[src/rtl/sdram_aref_ctrl.sv]
// Auto-refresh sub-controller: periodic refresh request, then one burst of
// precharge-all followed by AREF_NUM auto-refresh commands once granted.
module sdram_aref_ctrl #(
    parameter int CNT_REF_MAX = 750,
    parameter int TRP_CLK     = 2,
    parameter int TRFC_CLK    = 7,
    parameter int AREF_NUM    = 2
) (
    input  logic        clk,
    input  logic        rst,
    input  logic        init_end,
    input  logic        aref_en,
    output logic        aref_req,
    output logic        aref_end,
    output logic [3:0]  aref_cmd,
    output logic [1:0]  aref_bank,
    output logic [12:0] aref_addr
);

    localparam int RW = $clog2(CNT_REF_MAX);
    localparam int CW = $clog2((TRFC_CLK > TRP_CLK) ? TRFC_CLK : TRP_CLK) + 1;
    localparam int AW = $clog2(AREF_NUM + 1);

    localparam logic [3:0] CMD_NOP  = 4'b0111;
    localparam logic [3:0] CMD_PCH  = 4'b0010;
    localparam logic [3:0] CMD_AREF = 4'b0001;

    typedef enum logic [2:0] {
        S_IDLE, S_PCH, S_TRP, S_AREF, S_TRFC, S_END
    } state_t;

    state_t        state, state_nxt;
    logic [RW-1:0] cnt_ref;
    logic [CW-1:0] cnt_clk;
    logic [AW-1:0] aref_cnt;
    logic          ref_wrap;

    assign ref_wrap  = (cnt_ref == RW'(CNT_REF_MAX - 1));
    // A10 high makes the PRECHARGE a precharge-all
    assign aref_bank = 2'b11;
    assign aref_addr = 13'h1FFF;

    always_ff @(posedge clk) begin
        if (rst) state <= S_IDLE;
        else     state <= state_nxt;
    end

    always_ff @(posedge clk) begin
        if (rst || !init_end) cnt_ref <= '0;
        else if (ref_wrap)    cnt_ref <= '0;
        else                  cnt_ref <= cnt_ref + 1'b1;
    end

    // Request set beats the PCH acknowledge when both land on the same edge
    always_ff @(posedge clk) begin
        if (rst || !init_end)    aref_req <= 1'b0;
        else if (ref_wrap)       aref_req <= 1'b1;
        else if (state == S_PCH) aref_req <= 1'b0;
    end

    always_ff @(posedge clk) begin
        if (rst || state_nxt != state) cnt_clk <= '0;
        else                           cnt_clk <= cnt_clk + 1'b1;
    end

    always_ff @(posedge clk) begin
        if (rst || state == S_IDLE) aref_cnt <= '0;
        else if (state == S_AREF)   aref_cnt <= aref_cnt + 1'b1;
    end

    always_comb begin
        state_nxt = state;
        case (state)
            S_IDLE: if (aref_en) state_nxt = S_PCH;
            S_PCH:  state_nxt = S_TRP;
            S_TRP:  if (cnt_clk == CW'(TRP_CLK - 1)) state_nxt = S_AREF;
            S_AREF: state_nxt = S_TRFC;
            S_TRFC: if (cnt_clk == CW'(TRFC_CLK - 1))
                        state_nxt = (aref_cnt == AW'(AREF_NUM)) ? S_END : S_AREF;
            S_END:  state_nxt = S_IDLE;
            default: state_nxt = S_IDLE;
        endcase
    end

    always_comb begin
        aref_cmd = CMD_NOP;
        aref_end = 1'b0;
        case (state)
            S_PCH:   aref_cmd = CMD_PCH;
            S_AREF:  aref_cmd = CMD_AREF;
            S_END:   aref_end = 1'b1;
            default: aref_cmd = CMD_NOP;
        endcase
    end

endmodule

[config.mk]
export PLATFORM = sky130hd
export DESIGN_NAME = sdram_aref_ctrl
export DESIGN_NICKNAME = d
export VERILOG_FILES = /design/src/rtl/sdram_aref_ctrl.sv
export SDC_FILE = /design/constraint.sdc
export NUM_CORES = 1
export LEC_CHECK = 0
export ABC_AREA = 1
export CAP_MARGIN = 20
export CORE_MARGIN = 2
export CORE_UTILIZATION = 50
export DETAILED_ROUTE_END_ITERATION = 16
export GPL_ROUTABILITY_DRIVEN = 1
export GPL_TIMING_DRIVEN = 0
export PLACE_DENSITY = 0.79
export SLEW_MARGIN = 15
export SYNTH_ARGS = -nofsm -noshare
export SYNTH_HDL_FRONTEND = slang
export SYNTH_SLANG_ARGS = --single-unit
[constraint.sdc]
create_clock -name clk -period 1.7 [get_ports clk]
set_input_delay 0.51 -clock clk [delete_from_list [all_inputs] [get_ports clk]]
set_output_delay 0.51 -clock clk [all_outputs]
set_load 0.01 [all_outputs]
==> results_dict.tcl, run 1 <==
set metrics [dict create \
    die_area_sq_mm 0.00272 \
    ant_nets 0 \
    fin_crit_ps 1660 \
    fin_tns_setup_ps 0 \
    drt-pass1-iter-count 4 \
    hold_violations 0 \
    cts_buffer_depth 2 \
    cap_violations 0 \
    postPlaceCellArea_sq_mm 0.00133 \
    crit_type "flip-flop to primary output" \
    synthCells 152 \
    grt_overflow 0 \
    antenna_found_initial 0 \
    synthFlopType "dfxtp_1" \
    worstPathCellList "inv_4 -> nand3_4 -> dlygate4sd2_1" \
    rows 17 \
    grt_pass1_vias 867 \
    synth_top_area_share_pct 34.5 \
    die_w_microns 52.2 \
    core_sq_mm 0.00221 \
    setup_viol 0 \
    finalMaxSlewViolations 0 \
    ys_ff_latch 20 \
    grt_pass1_wl_mm 3.26 \
    total_power_uw 945 \
    yosysSeqAreaShare_pct 34.5 \
    setup_slack_ps 43.0 \
    fin_crit_sh_pct 97.5 \
    crit_path_top_delay_cell "dfxtp_4" \
    drive_gt1_share_pct 22.9 \
    drtIter0Drc 13 \
    routed_via_density 4.55 \
    cts_tree "yes" \
    clk_pin_slew_ps 110 \
    cellPowerDensity_mw_per_mm2 689 \
    critical_path.max_fanout 7 \
    clock_latency_ps 300 \
    cp-end-kind "primary output" \
    peakVddDrop_mv 0.677 \
    routedWlPerCell_microns 9.48 \
    diodes 0 \
    synthTopCellsByArea "dfxtp_1 (35%), buf_4 (10%), nand2_1 (8.1%)" \
    fin_area_sq_mm 0.00137 \
    wl_met1_microns 775 \
    cpPeakStageDelay_ps 380 \
    top_layer "met4" \
    synth-edff-count 0 \
    clock_sinks 20 \
    required_ps 1190 \
    initial_core_util_pct 52.4 \
    routabilityCongestion 0.813 \
    grt_use_total_pct 15.7 \
    grt_max_degree 12 \
    numCtsBuffers 3 \
    syn_to_final_growth_pct 18.2 \
    cp.arrival_ps 1150 \
    drc_errors 0 \
    critical_path.top_delay_family "flip-flops" \
    n_fill_cell 213 \
    portBuffers 8 \
    wirelength_mm 1.96 \
    ys_warn_count 0 \
    yosysTopAreaCell "dfxtp_1" \
    ys_types 23 \
    die_h_microns 52.2 \
    dp_hpwl_mm 1.53 \
    hp-class "flip-flop to flip-flop" \
    max_freq_mhz 604 \
    htreeDepth 1 \
    status "finished, final reports clean" \
    num_vias 941 \
    root_buffer "clkbuf_4" \
    nNetsFinal 190 \
    synth_area_sq_mm 0.00116 \
    async_reset_ff_share_pct 0 \
    timing.critical_path.buf_inv 2 \
    io_pins 25 \
    finClkSkew_ps 6.95 \
    p_leak_uw 0.000563 \
    syn_avg_cell_area_sq_um 7.63 \
    placement.setup.worst_slack_ps -142 \
    rsz0062_at_grt "no" \
    startpoint_type "flip-flop" \
    met2_length_mm 1.08 \
    post-route-util_pct 62.0 \
    dr_wl_met3_microns 99 \
]
cells in the mapped netlist (4+ instances only):
library cell,number
nand2_1,25
dfxtp_1,20
nor2_1,20
buf_4,16
inv_1,16
a21oi_1,7
ha_1,6
nand3_1,6
nor3_1,4
nor3_2,4
xnor2_1,4
xor2_1,4
cell type report:
| type | count | area [sq um] | area share [%] |
|---|---|---|---|
| multi-input cells | 112 | 624 | 45.5 |
| flip-flops and latches | 20 | 412 | 30.0 |
| plain buffers | 16 | 120 | 8.76 |
| repair buffers | 9 | 73.8 | 5.38 |
| inverters | 18 | 70.1 | 5.11 |
| clock buffers | 4 | 36.3 | 2.65 |
| well taps | 28 | 35.0 | 2.55 |
per-layer routing:
layer | track usage (%) | up-vias
li1 | - | 496
met1 | 16.3 | 424
met2 | 31.0 | 19
met3 | 5.46 | 2
met4 | 1.28 | 0
met5 | 0 | -
per-stage QoR:
stage	instances	hold slack, ps
after detailed placement	202	459
final	207	475
after global placement	202	445
after CTS	206	485
after floorplan	166	433
after global routing	207	520
worst paths after layout:
kind	start	endpoint	slack, ps	depth (start not counted)
setup / recovery	state[2]	aref_cmd[1]	40	3
hold / removal	cnt_ref[0]	cnt_ref[0]	480	1
setup reg to reg	cnt_ref[0]	cnt_ref[9]	370	6
hold reg to reg	cnt_ref[0]	cnt_ref[0]	480	1
report_power, final:
group / internal [uW] / switching, uW / total (uW)
combinational: 73.3 / 93.5 / 167
clock: 131 / 143 / 274
sequential: 483 / 21.4 / 504
flip-flops by register name (all words and copies together) (netlist names):
| signal | flops |
|---|---|
| aref_cnt | 2 |
| aref_req | 1 |
| cnt_clk | 4 |
| cnt_ref | 10 |
| state | 3 |
logic make-up after synthesis:
group	share of synthesized area [%]
adders and majority gates	6.47
xor gates and xnor gates	6.04
AOI/OAI and AO/OA	6.04
DFF	34.5
other	0.647
and+or+nand+nor	30.1
buffers and inverters	16.2
placed cells by master, fill, tap and decap left out, types with 2 or more instances in the layout:
cell type         n
nand2_2           3
xor2_1            4
conb_1           16
clkbuf_4          3
clkdlybuf4s50_1   3
dlygate4sd2_1     3
nor2_1           20
xnor2_1           4
inv_1            16
dfxtp_1          17
o21ai_0           3
nand2_1          25
nand3_1           6
ha_1              6
nor2_2            3
nor3_1            4
buf_4            17
nand3_4           2
dfxtp_4           3
nor3_2            4
a21oi_1           7
repair_timing:
action,CTS,global route
pin swaps,0,0
gates resized for setup,15,2
setup endpoints to repair,5,2
setup buffers,0,1
hold buffers,0,0
(Power assumes the default switching activity.)
==> inputs of run 2 (changes only) <==
- GPL_TIMING_DRIVEN: 0 -> not set
- RECOVER_POWER: not set -> 50
==> results_dict.tcl, run 2 (same netlist as run 1, synthesis figures left out) <==
set metrics [dict create \
    finalMaxSlewViolations 0 \
    crit_path_top_delay_cell "dfxtp_2" \
    holdBufCountCts 0 \
    fin_tns_setup_ps 0 \
    crit_type "flip-flop to primary output" \
    critical_path.max_fanout 6 \
    io_pins 25 \
    drtIter0Drc 7 \
    grt_overflow 0 \
    required_ps 1190 \
    finClkSkew_ps 11.2 \
    drive_gt1_share_pct 16.0 \
    routabilityCongestion 0.810 \
    rr_startpoint "cnt_ref[0]" \
    wirelength_mm 1.91 \
    r2r_slack_ps 380 \
    setup_viol 0 \
    largest-register "cnt_ref" \
    post-route-util_pct 58.4 \
    n_fill_cell 209 \
    cellPowerDensity_mw_per_mm2 804 \
    drc_errors 0 \
    die_h_microns 52.2 \
    grt_use_total_pct 16.6 \
    nNetsFinal 180 \
    multiInputGateArea_sq_um 612 \
    reg2reg_depth 7 \
    diodes 0 \
    cts_resized 11 \
    largestRegisters "cnt_ref (10), cnt_clk (4), state (3)" \
    grt_pass1_vias 846 \
    worstPathCellList "buf_6 -> nand2_1 -> dlygate4sd2_1" \
    cp-endpoint "aref_cmd[2]" \
    startpoint_type "flip-flop" \
    die_w_microns 52.2 \
    dp_hpwl_mm 1.54 \
    rows 17 \
    r2r-end "cnt_ref[9]" \
    layout_commonest_cell "nand2_1" \
    cp.arrival_ps 1120 \
    core_sq_mm 0.00221 \
    largest_reg_flops 10 \
    fin_area_sq_mm 0.00129 \
    routed_via_density 4.62 \
    rsz0062_at_grt "no" \
    htreeDepth 1 \
    drt-pass1-iter-count 4 \
    clock_latency_ps 300 \
    num_vias 911 \
    mostFrequentLayoutCells "nand2_1 (26), nor2_1 (20), dfxtp_1 (17)" \
    antenna_found_initial 0 \
    portBuffers 8 \
    fin_crit_ps 1630 \
    cap_violations 0 \
    hp-class "flip-flop to flip-flop" \
    numCtsBuffers 3 \
    status "finished, final reports clean" \
    hold_violations 0 \
    p_leak_uw 0.000522 \
    clk_pin_slew_ps 120 \
    crit_path_start "state[0]" \
    grt_pass1_wl_mm 3.37 \
    grt_max_degree 13 \
    cts_tree "yes" \
    syn_to_final_growth_pct 11.4 \
    cp-end-kind "primary output" \
    postPlaceCellArea_sq_mm 0.00126 \
    clock_sinks 20 \
    cpPeakStageDelay_ps 360 \
    post-cts-setup-buffers 0 \
    max_freq_mhz 612 \
    routedWlPerCell_microns 9.71 \
    initial_core_util_pct 52.4 \
    peakVddDrop_mv 0.527 \
    ant_nets 0 \
    cts_buffer_depth 2 \
    die_area_sq_mm 0.00272 \
    seq_area_sq_um 404 \
    fin_crit_sh_pct 96.1 \
    root_buffer "clkbuf_4" \
]
==> run 2: stage by stage <==
stage | hold slack (ps) | worst slack [ps] | power (uW) | instances
finish | 471 | 66.7 | 1040 | 197
global placement | 444 | 77.7 | 668 | 193
floorplan | 433 | 347 | 645 | 166
global route | 488 | 7.46 | 1090 | 197
CTS | 474 | 0.0394 | 1060 | 197
detailed placement | 457 | 54.8 | 676 | 193
==> run 2: how the worst min path moves through the flow <==
stage | from | end | slack [ps] | depth (start not counted)
5_1_grt | aref_req | aref_req | 490 | 2
2_1_floorplan | cnt_ref[0] | cnt_ref[0] | 430 | 1
3_5_place_dp | cnt_ref[0] | cnt_ref[0] | 460 | 1
4_1_cts | aref_req | aref_req | 470 | 2
6_report | aref_req | aref_req | 470 | 2
3_3_place_gp | cnt_ref[0] | cnt_ref[0] | 440 | 1
==> run 2: area by class of cell <==
class | count | share of cell area [%]
clock buffers | 3 | 1.74
clock inverters | 1 | 2.32
inverters | 18 | 5.23
multi-input cells | 112 | 47.3
flip-flops and latches | 20 | 31.3
well taps | 28 | 2.71
repair buffers | 15 | 9.39
==> run 2: where the power goes <==
group / internal [uW] / total (uW) / switching (uW)
Clock: 238 / 382 / 144
Combinational: 61.5 / 159 / 98.0
Sequential: 484 / 498 / 13.9
==> run 2: worst max-delay path, delay by kind of cell (launching register included) <==
kind                   cells  cell delay [ps]
buffers and inverters      2              400
DFF                        1              360
and+or+nand+nor            1               60
==> run 2: layer usage <==
metal / routed length [microns] / GRT usage [%] / up-vias
met5: 0 / 0 / -
met4: 31 / 8.55 / 0
li1: - / - / 474
met1: 817 / 18.0 / 417
met2: 1000 / 29.7 / 16
met3: 64 / 3.74 / 4
